**config.mk**
```make
export PLATFORM = sky130hd
export DESIGN_NAME = switch_sched_flat
export DESIGN_NICKNAME = d
export VERILOG_FILES = /design/src/rtl/switch_sched_if.sv /design/src/rtl/switch_sched.sv /design/src/flat_wrapper.sv
export SDC_FILE = /design/constraint.sdc
export NUM_CORES = 1
export LEC_CHECK = 0
export BUFFER_PORTS_ARGS = -buffer_cell sky130_fd_sc_hd__buf_2
export CAP_MARGIN = 20
export CORE_MARGIN = 5
export CORE_UTILIZATION = 55
export DETAILED_ROUTE_END_ITERATION = 6
export PLACE_DENSITY = 0.75
export SLEW_MARGIN = 20
export SYNTH_ARGS = -nofsm -noshare
export SYNTH_HDL_FRONTEND = slang
export SYNTH_SLANG_ARGS = --single-unit
```
**constraint.sdc**
```tcl
create_clock -name clk -period 2.4 [get_ports clk]
set_input_delay 0.48 -clock clk [delete_from_list [all_inputs] [get_ports clk]]
set_output_delay 0.48 -clock clk [all_outputs]
set_load 0.01 [all_outputs]
```
**src/rtl/switch_sched_if.sv**
```systemverilog
// Request/grant bundle between the four switch inputs and the output-port scheduler.
// The scheduler takes the slave side; the traffic sources take the master side.
interface switch_sched_if;
    logic [3:0] req_valid;
    logic [7:0] req_dst;
    logic [3:0] tx_last;
    logic [3:0] grant;
    logic [7:0] sel;
    logic [3:0] out_en;
    logic [3:0] timeout_err;

    modport master (
        output req_valid, req_dst, tx_last,
        input  grant, sel, out_en, timeout_err
    );

    modport slave (
        input  req_valid, req_dst, tx_last,
        output grant, sel, out_en, timeout_err
    );
endinterface

```
**src/rtl/switch_sched.sv**
```systemverilog
// 4x4 crossbar scheduler: each output port runs its own round-robin IDLE/CONN FSM,
// with an optional hold timeout that force-releases a stuck connection.
module switch_sched #(
    parameter int unsigned TIMEOUT = 255
) (
    input  logic           clk,
    input  logic           rst_n,
    switch_sched_if.slave  bus
);
    localparam int unsigned N  = 4;
    localparam int unsigned IW = 2;
    localparam int unsigned CW = (TIMEOUT == 0) ? 1 : $clog2(TIMEOUT + 1);

    typedef enum logic {
        IDLE = 1'b0,
        CONN = 1'b1
    } state_t;

    state_t          state_q [N];
    state_t          state_d [N];
    logic [IW-1:0]   ptr_q   [N];
    logic [IW-1:0]   ptr_d   [N];
    logic [IW-1:0]   owner_q [N];
    logic [IW-1:0]   owner_d [N];
    logic [CW-1:0]   cnt_q   [N];
    logic [CW-1:0]   cnt_d   [N];
    logic [N-1:0]    grant_q, grant_d;
    logic [N-1:0]    out_en_q, out_en_d;
    logic [N-1:0]    terr_q, terr_d;
    logic [2*N-1:0]  sel_q, sel_d;

    logic            found;
    logic [IW-1:0]   win;
    logic [IW-1:0]   idx;
    logic            rel;
    logic            tmo;

    // State and output registers
    always_ff @(posedge clk or negedge rst_n) begin
        if (!rst_n) begin
            for (int unsigned j = 0; j < N; j++) begin
                state_q[j] <= IDLE;
                ptr_q[j]   <= '0;
                owner_q[j] <= '0;
                cnt_q[j]   <= '0;
            end
            grant_q  <= '0;
            out_en_q <= '0;
            terr_q   <= '0;
            sel_q    <= '0;
        end else begin
            for (int unsigned j = 0; j < N; j++) begin
                state_q[j] <= state_d[j];
                ptr_q[j]   <= ptr_d[j];
                owner_q[j] <= owner_d[j];
                cnt_q[j]   <= cnt_d[j];
            end
            grant_q  <= grant_d;
            out_en_q <= out_en_d;
            terr_q   <= terr_d;
            sel_q    <= sel_d;
        end
    end

    // Per-output arbitration, release and timeout; candidacy uses the registered grant
    always_comb begin
        grant_d  = '0;
        out_en_d = '0;
        terr_d   = '0;
        sel_d    = sel_q;
        found    = 1'b0;
        win      = '0;
        idx      = '0;
        rel      = 1'b0;
        tmo      = 1'b0;
        for (int unsigned j = 0; j < N; j++) begin
            state_d[j] = state_q[j];
            ptr_d[j]   = ptr_q[j];
            owner_d[j] = owner_q[j];
            cnt_d[j]   = cnt_q[j];
            found      = 1'b0;
            win        = '0;
            rel        = 1'b0;
            tmo        = 1'b0;
            case (state_q[j])
                IDLE: begin
                    for (int unsigned k = 0; k < N; k++) begin
                        idx = ptr_q[j] + IW'(k);
                        if (!found && bus.req_valid[idx] && !grant_q[idx] &&
                            (bus.req_dst[{idx, 1'b0} +: 2] == IW'(j))) begin
                            found = 1'b1;
                            win   = idx;
                        end
                    end
                    if (found) begin
                        state_d[j]         = CONN;
                        owner_d[j]         = win;
                        sel_d[2*j +: 2]    = win;
                        ptr_d[j]           = win + IW'(1);
                        cnt_d[j]           = '0;
                    end
                end
                CONN: begin
                    rel = bus.tx_last[owner_q[j]];
                    tmo = (TIMEOUT != 0) && ((32'(cnt_q[j]) + 32'd1) >= TIMEOUT);
                    if (rel || tmo) begin
                        state_d[j] = IDLE;
                        terr_d[j]  = tmo && !rel;
                    end
                    // Saturating hold counter; frozen when the timeout is disabled
                    if ((TIMEOUT != 0) && !rel && (32'(cnt_q[j]) < TIMEOUT)) begin
                        cnt_d[j] = cnt_q[j] + CW'(1);
                    end
                end
                default: state_d[j] = IDLE;
            endcase
            out_en_d[j] = (state_d[j] == CONN);
            if (state_d[j] == CONN) begin
                grant_d[owner_d[j]] = 1'b1;
            end
        end
    end

    assign bus.grant       = grant_q;
    assign bus.sel         = sel_q;
    assign bus.out_en      = out_en_q;
    assign bus.timeout_err = terr_q;

endmodule

```
**src/flat_wrapper.sv**
```systemverilog
// flat-port wrapper written by rule: the top's interface ports become plain ports
module switch_sched_flat 
#(
    parameter int unsigned TIMEOUT = 255
)
  (clk, rst_n, bus_req_valid, bus_req_dst, bus_tx_last, bus_grant, bus_sel, bus_out_en, bus_timeout_err);
  switch_sched_if bus_i ();
  input  logic clk;
  input  logic rst_n;
  input wire logic [$bits(bus_i.req_valid)-1:0] bus_req_valid;
  input wire logic [$bits(bus_i.req_dst)-1:0] bus_req_dst;
  input wire logic [$bits(bus_i.tx_last)-1:0] bus_tx_last;
  output wire logic [$bits(bus_i.grant)-1:0] bus_grant;
  output wire logic [$bits(bus_i.sel)-1:0] bus_sel;
  output wire logic [$bits(bus_i.out_en)-1:0] bus_out_en;
  output wire logic [$bits(bus_i.timeout_err)-1:0] bus_timeout_err;
  assign bus_i.req_valid = bus_req_valid;
  assign bus_i.req_dst = bus_req_dst;
  assign bus_i.tx_last = bus_tx_last;
  assign bus_grant = bus_i.grant;
  assign bus_sel = bus_i.sel;
  assign bus_out_en = bus_i.out_en;
  assign bus_timeout_err = bus_i.timeout_err;
  switch_sched #(.TIMEOUT(TIMEOUT)) u_core (.clk(clk), .rst_n(rst_n), .bus(bus_i));
endmodule
```
==> impl_metrics.json, run 1 <==
{
  "dpl.hpwl_um": 7480,
  "synth_area_leaders": "dfrtp_1 40%, nand2_1 4.5%, o21ai_0 4.4%",
  "worst-path-stages": 8,
  "antenna_left": 0,
  "power_density_mw_per_mm2": 1010,
  "critPathLaunch": "u_core.cnt_q[16]",
  "slowest_delay_ps": 430,
  "syn_inst": 454,
  "yosysSeqAreaShare_pct": 39.7,
  "reg2reg_depth": 8,
  "die_w_um": 98.3,
  "synth-main-ff-cell": "dfrtp_1",
  "initial_core_util_pct": 56.0,
  "yosys.area.top_type": "dfrtp_1",
  "synth_top_area_share_pct": 39.7,
  "clock_latency_ps": 350,
  "syn_nets": 480,
  "synth_edf_count": 0,
  "fin_cells": 616,
  "dr.pass1.iters": 5,
  "port_buffers": 37,
  "syn_avg_cell_area_um2": 9.44,
  "cts_buffer_depth": 2,
  "ys_warn_count": 0,
  "clock.fmax_ghz": 0.458,
  "wire_per_inst_um": 16.3,
  "setup_viol": 0,
  "cp_max_fo": 6,
  "overflow": 0,
  "die_height_um": 98.3,
  "dr_total_vias": 3780,
  "antenna_found_initial": 0,
  "syn_area_mm2": 0.00429,
  "cp.buffers_inverters": 1,
  "nets": 535,
  "end_kind": "flip-flop",
  "grt_pass1_wl_um": 17400,
  "layout-drive-gt1-share_pct": 21.4,
  "drv_slew": 0,
  "timing.max_cap.violations": 0,
  "p_leak_nw": 2.21,
  "worst_slew_margin_rel_pct": 66.6,
  "preCtsSetupSlack_ps": 151,
  "grt_pass1_vias": 3697,
  "track_usage_pct": 21.9,
  "cp_top_family": "simple AND/OR/NAND/NOR gates",
  "diodes": 0,
  "finalCriticalPeriod_ps": 2180,
  "fillers": 640,
  "clkTransAtPathRegs_ps": 80,
  "postCtsSetupBuffers": 0,
  "setup_total_negative_slack_ps": 0,
  "finalWorstSetupSlack_ps": 215,
  "rr_endpoint": "u_core.bus.grant[1]",
  "critPathLaunchType": "flip-flop",
  "tightest_slew_ps": 501,
  "post_drt_via_cell_ratio": 6.14,
  "core_area_mm2": 0.00765,
  "htree_levels": 3,
  "io-pin-count": 38,
  "worstHoldPathType": "in2async",
  "path_class": "reg2reg",
  "fin_skew_ps": 7.59,
  "cts_tree": "done",
  "rsz0062_at_grt": "false",
  "clock_sinks": 68,
  "die-area_mm2": 0.00966,
  "rows": 32,
  "hold_viol": 0,
  "numCtsBuffers": 9,
  "ir_worst_vdd_mv": 0.509,
  "crit_end": "u_core.bus.grant[1]",
  "grt_start_max_net_pins": 69,
  "cpMostUsedCell": "nand3_1",
  "ys_types": 78,
  "required_ps": 2620,
  "async_reset_ff_share_pct": 100,
  "ys_ff_latch": 68,
  "p_total_mw": 5.00,
  "finalCritPeriodShare_pct": 91.0,
  "r2r_slack_ps": 220,
  "place_congestion": 0.907,
  "cts_root_buffer": "clkbuf_8",
  "r2r-start": "u_core.cnt_q[16]",
  "worstPathCellList": "ha_1 > nand3_1 > nor2_1 > nand3_1 > and3_1 > a21boi_0 > buf_4 > o221ai_2",
  "dr.first_iter.drc_count": 296,
  "cp.arrival_ps": 2400,
  "drc": 0,
  "status": "finished clean",
  "syn2layout_area_growth_pct": 15.7,
  "crit_path_top_delay_cell": "dfrtp_1",
  "drt-total-wl_um": 10100,
  "whs_ps": 131,
  "dp.cells": 600
}
-- where the power goes --
part           leakage, nW  internal (mW)  switching [mW]
Clock                0.129          0.823           0.450
Sequential           0.898           1.47           0.426
Combinational         1.18          0.832            1.00
Total                 2.21           3.13            1.88
-- placed cells by master (no fill, tap or decap), types with 13 or more instances in the layout --
cell type,instances
nand3_1,19
nand2_1,51
buf_2,37
nor2_1,31
o21ai_1,14
dfrtp_1,68
buf_4,17
nand2b_1,13
inv_1,20
o21ai_0,38
-- through the flow --
stage / util, % / cell area, um2
6_report: 64.8 / 4960
3_3_place_gp: 61.2 / 4680
3_5_place_dp: 61.2 / 4680
2_1_floorplan: - / 4290
4_1_cts: 64.8 / 4950
5_1_grt: 64.8 / 4960
-- sequential cells by signal, indices dropped and copies added, names as in the netlist --
signal / flops
u_core.owner_q: 8
u_core.bus.out_en: 4
u_core.bus.grant: 4
u_core.cnt_q: 32
u_core.bus.timeout_err: 4
u_core.bus.sel: 8
u_core.ptr_q: 8
-- worst reg2reg max path, stage by stage (launching register included) --
cell and delay, ps:
dfrtp_1 430, ha_1 260, nand3_1 140, nor2_1 290, nand3_1 230, and3_1 240
a21boi_0 210, buf_4 170, o221ai_2 90
-- cell type report --
class	count	area (um2)	area share, %
Tap cell	102	128	2.57
Clock inverter	6	135	2.73
Sequential cell	68	1700	34.3
Timing Repair Buffer	55	333	6.71
Multi-Input combinational cell	355	2450	49.4
Clock buffer	10	138	2.78
Inverter	20	75.1	1.51
-- cell families after synthesis --
group	synth area share, %
AO/OA/AOI/OAI	25.3
XOR/XNOR	1.23
adder cells (fa/ha/maj)	2.34
buffers and inverters	3.27
flip-flops	39.7
multiplexers	2.80
AND/OR/NAND/NOR	25.4
-- cells in the mapped netlist, types with 3 or more instances --
cell type  number
dfrtp_1        68
nand2_1        51
o21ai_0        38
nor2_1         31
inv_1          20
nand3_1        19
o21ai_1        14
a21oi_1        13
nand2b_1       13
and3_1         12
o31ai_1        12
ha_1            8
clkbuf_1        7
nand4bb_1       7
nor3_1          7
a211oi_1        6
a22o_1          6
and4bb_2        6
o22ai_1         6
a21boi_0        5
and2_1          5
nand4_1         5
o211ai_1        5
a21o_1          4
mux4_2          4
nand4b_1        4
or4b_4          4
xor2_1          4
buf_6           3
mux2i_1         3
or2_2           3
-- routing by layer --
layer | share of wire [%] | GRT usage [%]
met5 | 0 | 0
met4 | 2.6 | 9.03
met3 | 5.2 | 4.43
met2 | 48 | 35.8
met1 | 44 | 28.4
-- how the worst min path moves through the flow --
stage	from	endpoint	slack [ps]	cells after the start
global placement	u_core.bus.sel[3]	u_core.bus.sel[3]	460	2
detailed placement	u_core.bus.sel[7]	u_core.bus.sel[7]	460	1
global route	rst_n	u_core.cnt_q[27]	150	2
floorplan	rst_n	u_core.bus.grant[0]	180	0
finish	rst_n	u_core.cnt_q[26]	130	2
CTS	rst_n	u_core.cnt_q[27]	140	2
-- what timing repair did --
item                                    CTS  global route
endpoints found under the setup margin    0             6
gates resized for setup                   0             1
hold buffers                              0             0
endpoints found under the hold margin     0             0
Power figures use the tool's default switching activity.
==> run 2, diff against run 1 <==
--- a/config.mk
+++ b/config.mk
@@ -7,10 +7,14 @@
 export LEC_CHECK = 0
 export BUFFER_PORTS_ARGS = -buffer_cell sky130_fd_sc_hd__buf_2
 export CAP_MARGIN = 20
+export CELL_PAD_IN_SITES_DETAIL_PLACEMENT = 2
+export CELL_PAD_IN_SITES_GLOBAL_PLACEMENT = 2
 export CORE_MARGIN = 5
-export CORE_UTILIZATION = 55
+export CORE_UTILIZATION = 38
+export CTS_BUF_LIST = sky130_fd_sc_hd__clkbuf_4 sky130_fd_sc_hd__clkbuf_8 sky130_fd_sc_hd__clkbuf_16
 export DETAILED_ROUTE_END_ITERATION = 6
-export PLACE_DENSITY = 0.75
+export PLACE_DENSITY_LB_ADDON = 0.1
+export SETUP_SLACK_MARGIN = 0.05
 export SLEW_MARGIN = 20
 export SYNTH_ARGS = -nofsm -noshare
 export SYNTH_HDL_FRONTEND = slang
==> run 2 against run 1 <==
Via count increased by 2.5%. Setup slack worse by 14 ps. Critical path depth is 2 lower. Wire length rose by 37%. Utilization down 19 points. Die area is 40% higher. Power rose by 3.8%. Clock power barely moved. Sequential power is essentially flat. Non-clock buffer count increased by 2.
==> impl_metrics.json, run 2 (synthesized netlist as in run 1, its figures left out) <==
{
  "end_kind": "flip-flop",
  "tightest_slew_ps": 552,
  "cts_buffer_depth": 2,
  "status": "finished clean",
  "io-pin-count": 38,
  "layout-drive-gt1-share_pct": 21.7,
  "path_class": "reg2reg",
  "dpl.hpwl_um": 10300,
  "cp.arrival_ps": 2400,
  "die_height_um": 116,
  "wire_per_inst_um": 21.1,
  "place_congestion": 0.825,
  "worstPathCellList": "nand3_1 > or3_1 > a221oi_4 > nor2_1 > a21boi_4 > o221ai_2",
  "dr.first_iter.drc_count": 147,
  "setup_viol": 0,
  "port_buffers": 37,
  "syn2layout_area_growth_pct": 17.5,
  "overflow": 0,
  "cp.buffers_inverters": 0,
  "finalCriticalPeriod_ps": 2200,
  "p_leak_nw": 2.25,
  "worst_slew_margin_rel_pct": 63.1,
  "dr.pass1.iters": 4,
  "antenna_left": 0,
  "die-area_mm2": 0.0135,
  "cp_top_family": "compound AO/OA/AOI/OAI gates",
  "core_area_mm2": 0.0109,
  "clock_sinks": 68,
  "whs_ps": 154,
  "drv_slew": 0,
  "rows": 38,
  "diodes": 0,
  "grt_start_max_net_pins": 69,
  "grt_pass1_wl_um": 22800,
  "antenna_found_initial": 0,
  "power_density_mw_per_mm2": 1030,
  "fin_skew_ps": 4.84,
  "dr_total_vias": 3875,
  "post_drt_via_cell_ratio": 5.92,
  "ir_worst_vdd_mv": 0.546,
  "hold_viol": 0,
  "worstHoldPathType": "in2async",
  "multi_input_area_mm2": 0.00246,
  "clock.fmax_ghz": 0.455,
  "drc": 0,
  "cts_root_buffer": "clkbuf_16",
  "rsz0062_at_grt": "false",
  "clkTransAtPathRegs_ps": 60,
  "htree_levels": 3,
  "mostFrequentLayoutCell": "dfrtp_1",
  "cp_max_fo": 8,
  "post_dp_cell_area_mm2": 0.00474,
  "fillers": 1180,
  "seq_area_mm2": 0.00170,
  "slowest_delay_ps": 470,
  "cts_tree": "done",
  "initial_core_util_pct": 39.2,
  "nets": 537,
  "fin_area_mm2": 0.00504,
  "regMostFlops": "u_core.cnt_q",
  "crit_path_top_delay_cell": "dfrtp_1",
  "numCtsBuffers": 9,
  "track_usage_pct": 21.8,
  "die_w_um": 116,
  "timing.max_cap.violations": 0,
  "drt-total-wl_um": 13800,
  "required_ps": 2600,
  "grt_pass1_vias": 4249,
  "layout_common_cells": "67 x dfrtp_1, 51 x nand2_1, 38 x o21ai_0",
  "clock_latency_ps": 340,
  "largest_reg_flops": 32,
  "finalCritPeriodShare_pct": 91.6,
  "critPathLaunchType": "flip-flop",
  "postCtsSetupBuffers": 0
}
==> run 2: cell count changes in the layout (fill, tap and decap cells not counted), sizes merged <==
cell      previous run  this run
clkinvlp             2         0
buf                 55        57
clkinv               0         2
clkbuf              10        13
bufinv               4         0
==> run 2: power by group <==
group	leakage, nW	switching (mW)	internal [mW]
combinational	1.21	1.13	0.848
sequential	0.897	0.450	1.48
clock	0.142	0.513	0.770
total	2.25	2.10	3.09
==> run 2: final cells by class <==
cell class                 count  area share (%)
clock inverter                 2           0.199
timing repair buffer          57            6.91
sequential                    68            33.8
tap                          140            3.48
inverter                      20            1.49
clock buffer                  13            5.32
multi-input combinational    355            48.8
==> run 2: final timing paths <==
| kind | slack (ps) | depth (start not counted) | to | from |
|---|---|---|---|---|
| hold reg to reg | 480 | 1 | u_core.bus.sel[5] | u_core.bus.sel[5] |
| hold / removal | 150 | 2 | u_core.cnt_q[30] | rst_n |
| max in group asynchronous | 1930 | 2 | u_core.owner_q[6] | rst_n |
| setup reg to reg | 200 | 6 | u_core.bus.grant[3] | u_core.cnt_q[26] |
| setup / recovery | 200 | 6 | u_core.bus.grant[3] | u_core.cnt_q[26] |
| min in group clk | 480 | 1 | u_core.bus.sel[5] | u_core.bus.sel[5] |
==> run 2: timing repair <==
| action | in CTS | in global routing |
|---|---|---|
| gates resized for setup | 0 | 3 |
| hold buffers | 0 | 0 |
| endpoints found under the setup margin | 0 | 5 |
==> run 2: layer usage <==
metal / global-route usage [%] / part of all wire (%) / vias up
li1: - / - / 1815
met1: 29.2 / 47 / 1995
met2: 36.2 / 48 / 52
met3: 4.20 / 3.5 / 13
met4: 6.19 / 1.4 / 0
met5: 0 / 0 / -
==> run 2: metrics by stage <==
step	TNS (ps)	instances	util, %	setup slack, ps	power, mW
final	0	655	46.1	201	5.19
after detailed placement	-1.90	640	43.4	-1.90	3.92
after CTS	0	655	45.9	114	5.26
after global routing	0	655	46.1	59.3	5.56
after global placement	0	640	43.4	11.6	3.79
after floorplan	0	454	-	371	3.10
